File: src/rtl/pipe_ctrl_pkg.sv
// Shared encodings for the pipeline controller: stall vectors and FSM states.
package pipe_ctrl_pkg;

  localparam int PC_W_DEF = 32;

  // bit0 PC, bit1 IF/ID, bit2 ID/EX, bit3 EX/MEM, bit4 MEM/WB, bit5 WB
  localparam logic [5:0] STALL_NONE = 6'b000000;
  localparam logic [5:0] STALL_ID   = 6'b000111;
  localparam logic [5:0] STALL_EX   = 6'b001111;
  localparam logic [5:0] STALL_MEM  = 6'b011111;

  typedef enum logic [1:0] {
    RUN      = 2'd0,
    MWAIT    = 2'd1,
    MWAIT_FP = 2'd2,
    FLUSH    = 2'd3
  } state_t;

endpackage

File: src/rtl/pipe_ctrl_wait_timer.sv
// Up-counter with clear, load-to-one and increment; flags when it reaches LIMIT.
module pipe_ctrl_wait_timer #(
  parameter int W     = 5,
  parameter int LIMIT = 16
) (
  input  logic         clk,
  input  logic         rst,
  input  logic         clr,
  input  logic         load,
  input  logic         inc,
  output logic [W-1:0] count,
  output logic         expired
);

  localparam logic [W-1:0] LIMIT_V = W'(LIMIT);

  always_ff @(posedge clk or negedge rst) begin
    if (!rst)
      count <= '0;
    else if (clr)
      count <= '0;
    else if (load)
      count <= {{(W-1){1'b0}}, 1'b1};
    else if (inc)
      count <= count + 1'b1;
  end

  assign expired = (count == LIMIT_V);

endmodule

File: src/rtl/pipe_ctrl.sv
// Pipeline controller: merges stall requests, issues/defers flushes, times out
// hung MEM accesses and counts stalled cycles.
module pipe_ctrl
  import pipe_ctrl_pkg::*;
#(
  parameter int PC_W    = PC_W_DEF,
  parameter int TIMEOUT = 16,
  parameter int CNT_W   = 32
) (
  input  logic             clk,
  input  logic             rst,
  input  logic             stallreq_id,
  input  logic             stallreq_ex,
  input  logic             mem_req,
  input  logic             mem_ack,
  input  logic             flush_req,
  input  logic [PC_W-1:0]  flush_pc_in,
  output logic [5:0]       stall,
  output logic             flush,
  output logic [PC_W-1:0]  flush_pc,
  output logic             bus_err,
  output logic [CNT_W-1:0] stall_cnt
);

  localparam int TW = $clog2(TIMEOUT + 1);

  state_t          state, state_nxt;
  logic [PC_W-1:0] pend_pc;
  logic            pend_load;
  logic            timeout;
  logic            t_clr, t_load, t_inc, t_expired;
  logic [TW-1:0]   t_count;

  pipe_ctrl_wait_timer #(
    .W     (TW),
    .LIMIT (TIMEOUT)
  ) u_timer (
    .clk     (clk),
    .rst     (rst),
    .clr     (t_clr),
    .load    (t_load),
    .inc     (t_inc),
    .count   (t_count),
    .expired (t_expired)
  );

  always_comb begin
    state_nxt = state;
    stall     = STALL_NONE;
    flush     = 1'b0;
    flush_pc  = '0;
    t_clr     = 1'b0;
    t_load    = 1'b0;
    t_inc     = 1'b0;
    pend_load = 1'b0;
    timeout   = 1'b0;
    case (state)
      RUN: begin
        if (flush_req) begin
          flush    = 1'b1;
          flush_pc = flush_pc_in;
        end else if (mem_req && !mem_ack) begin
          stall     = STALL_MEM;
          t_load    = 1'b1;
          state_nxt = MWAIT;
        end else if (stallreq_ex) begin
          stall = STALL_EX;
        end else if (stallreq_id) begin
          stall = STALL_ID;
        end
      end
      // A flush seen while waiting is latched and issued once the access ends
      MWAIT: begin
        stall     = STALL_MEM;
        pend_load = flush_req;
        if (mem_ack || t_expired) begin
          t_clr     = 1'b1;
          timeout   = !mem_ack;
          state_nxt = flush_req ? FLUSH : RUN;
        end else begin
          t_inc     = 1'b1;
          state_nxt = flush_req ? MWAIT_FP : MWAIT;
        end
      end
      MWAIT_FP: begin
        stall = STALL_MEM;
        if (mem_ack || t_expired) begin
          t_clr     = 1'b1;
          timeout   = !mem_ack;
          state_nxt = FLUSH;
        end else begin
          t_inc = 1'b1;
        end
      end
      FLUSH: begin
        flush     = 1'b1;
        flush_pc  = pend_pc;
        state_nxt = RUN;
      end
      default: state_nxt = RUN;
    endcase
  end

  always_ff @(posedge clk or negedge rst) begin
    if (!rst) begin
      state     <= RUN;
      pend_pc   <= '0;
      bus_err   <= 1'b0;
      stall_cnt <= '0;
    end else begin
      state   <= state_nxt;
      bus_err <= timeout;
      if (pend_load)
        pend_pc <= flush_pc_in;
      if ((stall != STALL_NONE) && (stall_cnt != {CNT_W{1'b1}}))
        stall_cnt <= stall_cnt + 1'b1;
    end
  end

endmodule
File: config.mk
export PLATFORM = sky130hd
export DESIGN_NAME = pipe_ctrl
export DESIGN_NICKNAME = d
export VERILOG_FILES = /design/src/rtl/pipe_ctrl_pkg.sv /design/src/rtl/pipe_ctrl_wait_timer.sv /design/src/rtl/pipe_ctrl.sv
export SDC_FILE = /design/constraint.sdc
export NUM_CORES = 1
export LEC_CHECK = 0
export ABC_AREA = 1
export CAP_MARGIN = 30
export CELL_PAD_IN_SITES_DETAIL_PLACEMENT = 1
export CELL_PAD_IN_SITES_GLOBAL_PLACEMENT = 2
export CORE_MARGIN = 4
export CORE_UTILIZATION = 26
export CTS_CLUSTER_SIZE = 20
export DETAILED_ROUTE_END_ITERATION = 10
export GPL_ROUTABILITY_DRIVEN = 0
export GPL_TIMING_DRIVEN = 0
export PLACE_DENSITY = 0.85
export REMOVE_ABC_BUFFERS = 1
export SYNTH_ARGS = -nofsm -noshare
export SYNTH_HDL_FRONTEND = slang
export SYNTH_SLANG_ARGS = --single-unit
export TNS_END_PERCENT = 100
File: constraint.sdc
create_clock -name clk -period 2.27 [get_ports clk]
set_clock_uncertainty 0.15 [all_clocks]
set_input_delay 0.3405 -clock clk [delete_from_list [all_inputs] [get_ports clk]]
set_output_delay 0.3405 -clock clk [all_outputs]
set_load 0.03 [all_outputs]
# ---- After elaboration in Yosys (flattened, before gate mapping)
# Index checks and enable logic that the tools add are counted.
dict set report op_classes {
  n_addsub 2
  eq_ne 8
  mux 29
  reduce_logical 9
}
# operator n
set ops {}
lappend ops {{32-bit one-hot mux with 2 select lines} 1}
lappend ops {{32-bit by 1-bit adder with 32-bit output (second input constant)} 1}
lappend ops {{32-bit two-way mux} 1}
lappend ops {{32-bit != test (second input constant)} 1}
lappend ops {{5-bit two-way mux} 5}
lappend ops {{2-bit two-way mux} 6}
lappend ops {{1-bit two-way mux} 11}
lappend ops {{5-bit one-hot mux with 2 select lines} 1}
lappend ops {{2-bit one-hot mux with 4 select lines} 1}
lappend ops {{2-bit != test (second input constant)} 3}
lappend ops {{6-bit nonzero test} 1}
lappend ops {{5-bit by 1-bit adder with 5-bit output (second input constant)} 1}
lappend ops {{5-bit equality test (second input constant)} 1}
lappend ops {{2-bit equality test (second input constant)} 2}
lappend ops {{4-bit two-way mux} 1}
lappend ops {{3-bit two-way mux} 1}
lappend ops {{3-bit AND reduction} 1}
lappend ops {{3-bit nonzero test} 1}
lappend ops {{2-bit by 1-bit equality test with 1-bit output (second input constant)} 1}
lappend ops {{1-bit logical AND} 2}
lappend ops {{2-bit zero test} 1}
lappend ops {{1-bit one-hot mux with 2 select lines} 1}
lappend ops {{2-bit OR reduction} 1}
lappend ops {{1-bit zero test} 1}
lappend ops {{1-bit logical OR} 1}
dict set report word_totals {
  register_bits 72
  inputBits 39
  output_inout_bits 72
  word_cells 53
}

# ---- Logic depth before layout (Yosys ltp)
dict set report depth {
  word_depth 7
  depth_mapped 13
  ltp_nobuf 11
}

# ---- Cells and area by module
# From an unflattened synthesis, not the netlist that was laid out.
dict set report unflattened {
  cells_unflattened 680
  hier_area_um2 4379.2
}
# mod n_inst cells_each area_each_um2 seq_area_each_um2
set modules_own_cells {}
lappend modules_own_cells {pipe_ctrl 1 646 4103.9 1676.6}
lappend modules_own_cells {pipe_ctrl_wait_timer 1 34 275.3 125.1}

# ---- Worst setup path after synthesis
# OpenSTA, ideal clock, no wires.
dict set report synth_timing {
  path_kind {register -> output}
  from {reg state[0]}
  to {out flush_pc[0]}
  arrival_time_ns 1.664
  path_slack_ns 0.116
  path_stages_with_launch 7
  cell_sequence {dfrtp_1 -> inv_1 -> ha_1 -> buf_2 -> clkbuf_1 -> nand3_1 -> a21oi_1}
}
dict set report synth_between {
  elab_chain_cells 2
  word_cells_on_any_way 3
}
# element line
set synth_lines {}
lappend synth_lines {{start: declaration} pipe_ctrl.sv:27} ;# state_t state, state_nxt;
lappend synth_lines {{start signal: assignment} pipe_ctrl.sv:111} ;# state <= state_nxt;
lappend synth_lines {{2-bit equality test / 2-bit zero test (equally long branches)} pipe_ctrl.sv:57} ;# case (state)
lappend synth_lines {{32-bit one-hot mux with 2 select lines (*)} pipe_ctrl.sv:57}
lappend synth_lines {{end: declaration} pipe_ctrl.sv:20} ;# output logic [PC_W-1:0] flush_pc,
# Mark *: on every way between the ends. The rest lies on a longest branch, timed or not.

# ---- Worst setup path after layout
dict set report layout_timing {
  from {reg state[0]}
  to {out stall[4]}
}
dict set report layout_between {
  elab_chain_cells 3
  word_cells_on_any_way 5
}
# element line
set layout_lines {}
lappend layout_lines {{2-bit equality test / 2-bit by 1-bit equality test with 1-bit output (equally long branches)} pipe_ctrl.sv:57}
lappend layout_lines {{2-bit OR reduction (no source line)} -}
lappend layout_lines {{5-bit one-hot mux with 2 select lines (*)} pipe_ctrl.sv:57}
lappend layout_lines {{end: declaration} pipe_ctrl.sv:18} ;# output logic [5:0] stall,
# Marks and branches as above.

==> results.tsv <==
metric	value	unit
most frequent CP cell	buf_6	
post-synth cell types	26	
crit-path cells	inv_2 -> ha_4 -> buf_6 -> inv_4 -> nor2_4 -> buf_4 -> nand3_4 -> a21oi_4 -> buf_6	
status	complete, but fails checks	
largest net degree at the start of global routing	45	
Internal	0.00471	W
post-layout min period	2340	ps
crit path DAT	1840	ps
leakage	3.11	nW
root buffer cell	clkbuf_16	
sw frac	0.447	
worst endpoint required time	1780	ps
clock network power share	0.200	
met3 wire len	1.26	mm
Net Sw Power	0.00380	W
Yosys Warn Count	0	
# setup viols final	4	
First-pass DRT Iterations	4	
clock sinks	72	
H-Tree Depth	3	
# DRC	0	
failing checks	setup timing	
initial antenna violation count	0	
sequential share of power	0.228	
TritonCTS clock tree	done	
#FFs+latches synth	72	
share of cells above drive strength 1	0.141	
Critical Path Sink Type	primary output	
Die Wd	140	um
Seq/Total Area, Yosys	0.397	
top cell family by delay on the critical path	buffers and inverters	
slowest cell on the critical path	dfrtp_2	
Final period util	1.03	
crit path kind	reg -> out	
min-delay worst type	in -> async	
wire per inst	15.4	um
# port buffers	109	
vias in the first global route	4904	
first-pass GRT wire length	26.2	mm
Peak supply drop	0.00112	V
worst path bufs/invs	5	
clock buffer depth	2	
Fin. Hold Viols	0	
hpwl dp	11.1	mm
Synth Instances	703	
maxcap violations	0	
slowest stage delay, CP	430	ps
Mapped Area	4540	um^2
metal2 WL	7.64	mm
antenna viol nets, final	0	
Post-Route WL	16.2	mm
clock latency on the worst-skew pair	340	ps
grt ovf	0	
Layout Nets	872	
synthesized area per cell	6.45	um^2
Vias/cell	4.52	
CP Launch Type	flop	
n_diodes	0	
Worst R2R Start	state[0]	
gr usage total	0.166	
DR top layer	met4	
row cnt	48	
TritonCTS Buffers	9	
Area Growth Syn to Fin	43.7	%
die height	140	um
WL met1	7.09	mm
die area	19600	um^2
RSZ-0062 raised after global routing	true	
power share of the combinational group	0.572	
Final WS setup	-65.5	ps
detailed-route via count	4777	
Initial Utilization	0.264	
Final Slew Violations	0	
Pwr Density	1310	nW/um^2
Power, Total	0.00851	W
I/O pin cnt	111	
FF-to-FF path depth	8	
r2r setup slk	130	ps
initial DRC count	179	
Max Freq	0.428	GHz
Setup WS pre-CTS	-848	ps
Crit Path Max Fanout	5	
clock-pin slew on the worst setup and hold paths	60	ps
Core Box Area	17200	um^2
cell usage after synthesis (all sizes together):
| cell | count | area (um^2) |
|---|---|---|
| nand2 | 356 | 1350 |
| dfrtp | 72 | 1800 |
| nor2 | 65 | 272 |
| nand3 | 58 | 295 |
| inv | 51 | 191 |
| a21oi | 37 | 185 |
| buf | 18 | 113 |
| clkbuf | 13 | 48.8 |
| xor2 | 11 | 96.3 |
| ha | 7 | 87.6 |
| o21ai | 4 | 20.0 |
| xnor2 | 4 | 35.0 |
| nor3 | 2 | 10.0 |
| o22ai | 2 | 12.5 |
| a31oi | 1 | 6.26 |
| and3 | 1 | 6.26 |
| conb | 1 | 3.75 |
how the worst max path moves through the flow:
stage / start / endpoint / slack (ps) / cells past startpoint
finish: state[0] / stall[4] / -70 / 9
global route: state[0] / stall[4] / -160 / 9
CTS: flop / stall[4] / -40 / 8
detailed placement: state[0] / stall[1] / -850 / 9
global placement: flush_req / pend_pc[0] / -2620 / 5
floorplan: state[0] / stall_cnt[17] / -430 / 8
final cells by class:
type,count,area [um^2]
Fill cell,2173,10700
Multi-Input combinational cell,549,2470
Sequential cell,72,1810
Timing Repair Buffer,143,1410
Tap cell,225,282
Clock buffer,11,243
Inverter,51,203
Clock inverter,5,104
sequential cells by signal, summed over array words and instances, names as in the netlist, named ones only:
signal and flops:
bus_err 1, u_timer.count 5, pend_pc 32, stall_cnt 32, state 1
per-layer routing:
layer  vias up  global-route usage
met3        16              0.0628
met5         -                   0
met1      2232               0.201
met4         0              0.0444
li1       2418                   -
met2       111               0.280
per-stage QoR:
| step | utilization | hold slack [ps] | cell area [um^2] | instances | setup TNS [ps] |
|---|---|---|---|---|---|
| after floorplan | - | -105 | 4370 | 672 | -17150 |
| after global placement | 0.335 | 312 | 5750 | 1006 | -340590 |
| after detailed placement | 0.344 | 159 | 5910 | 1012 | -54780 |
| after CTS | 0.371 | 323 | 6370 | 1045 | -155 |
| after global routing | 0.379 | 345 | 6520 | 1056 | -1420 |
| final | 0.379 | 317 | 6520 | 1056 | -169 |
power by group through the flow:
stage	clock network [W]	registers [W]	logic, W
CTS	0.00176	0.00194	0.00461
detailed placement	0	0.00195	0.00408
finish	0.00170	0.00194	0.00486
floorplan	0	0.00195	0.00218
global route	0.00180	0.00200	0.00532
global placement	0	0.00193	0.00371
kinds of logic after synthesis:
| logic type | Yosys count | share of synthesized area |
|---|---|---|
| AOI/OAI and AO/OA | 44 | 0.0494 |
| DFF | 72 | 0.397 |
| adders and majority gates | 7 | 0.0193 |
| xor gates and xnor gates | 15 | 0.0290 |
| other | 1 | 0.000827 |
| buffers and inverters | 82 | 0.0778 |
| and+or+nand+nor | 482 | 0.426 |
worst register-to-register path, stage by stage, from the launching register on:
cell        delay [ps]
dfrtp_2            430
buf_4              150
ha_1               220
nand2_2            240
buf_16             210
clkinvlp_4         220
buf_16             230
nand2_1             90
o21ai_0             70
placed cells by master, fill, tap and decap left out, types with 2 or more instances in the layout:
cell               n
nand2_1          350
nand2_2            4
o21ai_0            4
dfrtp_1           69
ha_1               4
inv_1             44
nand3_2            2
o22ai_1            2
nor2_4             5
nand3_1           55
xnor2_1            4
buf_6              6
buf_12             5
buf_4             26
dfrtp_2            3
buf_16             6
a21oi_1           35
nor3_1             2
buf_2             20
clkbuf_16          9
nor2_1            60
clkbuf_4           9
clkdlybuf4s50_1   69
bufinv_16          3
ha_4               2
xor2_1            11
inv_2              4
what timing repair did:
| item | 4_1_cts | 5_1_grt |
|---|---|---|
| hold buffers | 1 | 0 |
| setup endpoints to repair | 102 | 94 |
| hold endpoints to repair | 28 | 0 |
| gates resized for setup | 212 | 31 |
| pin swaps | 2 | 2 |
| buffers inserted | 16 | 11 |
Note: power is estimated with default switching activity, not from simulation.
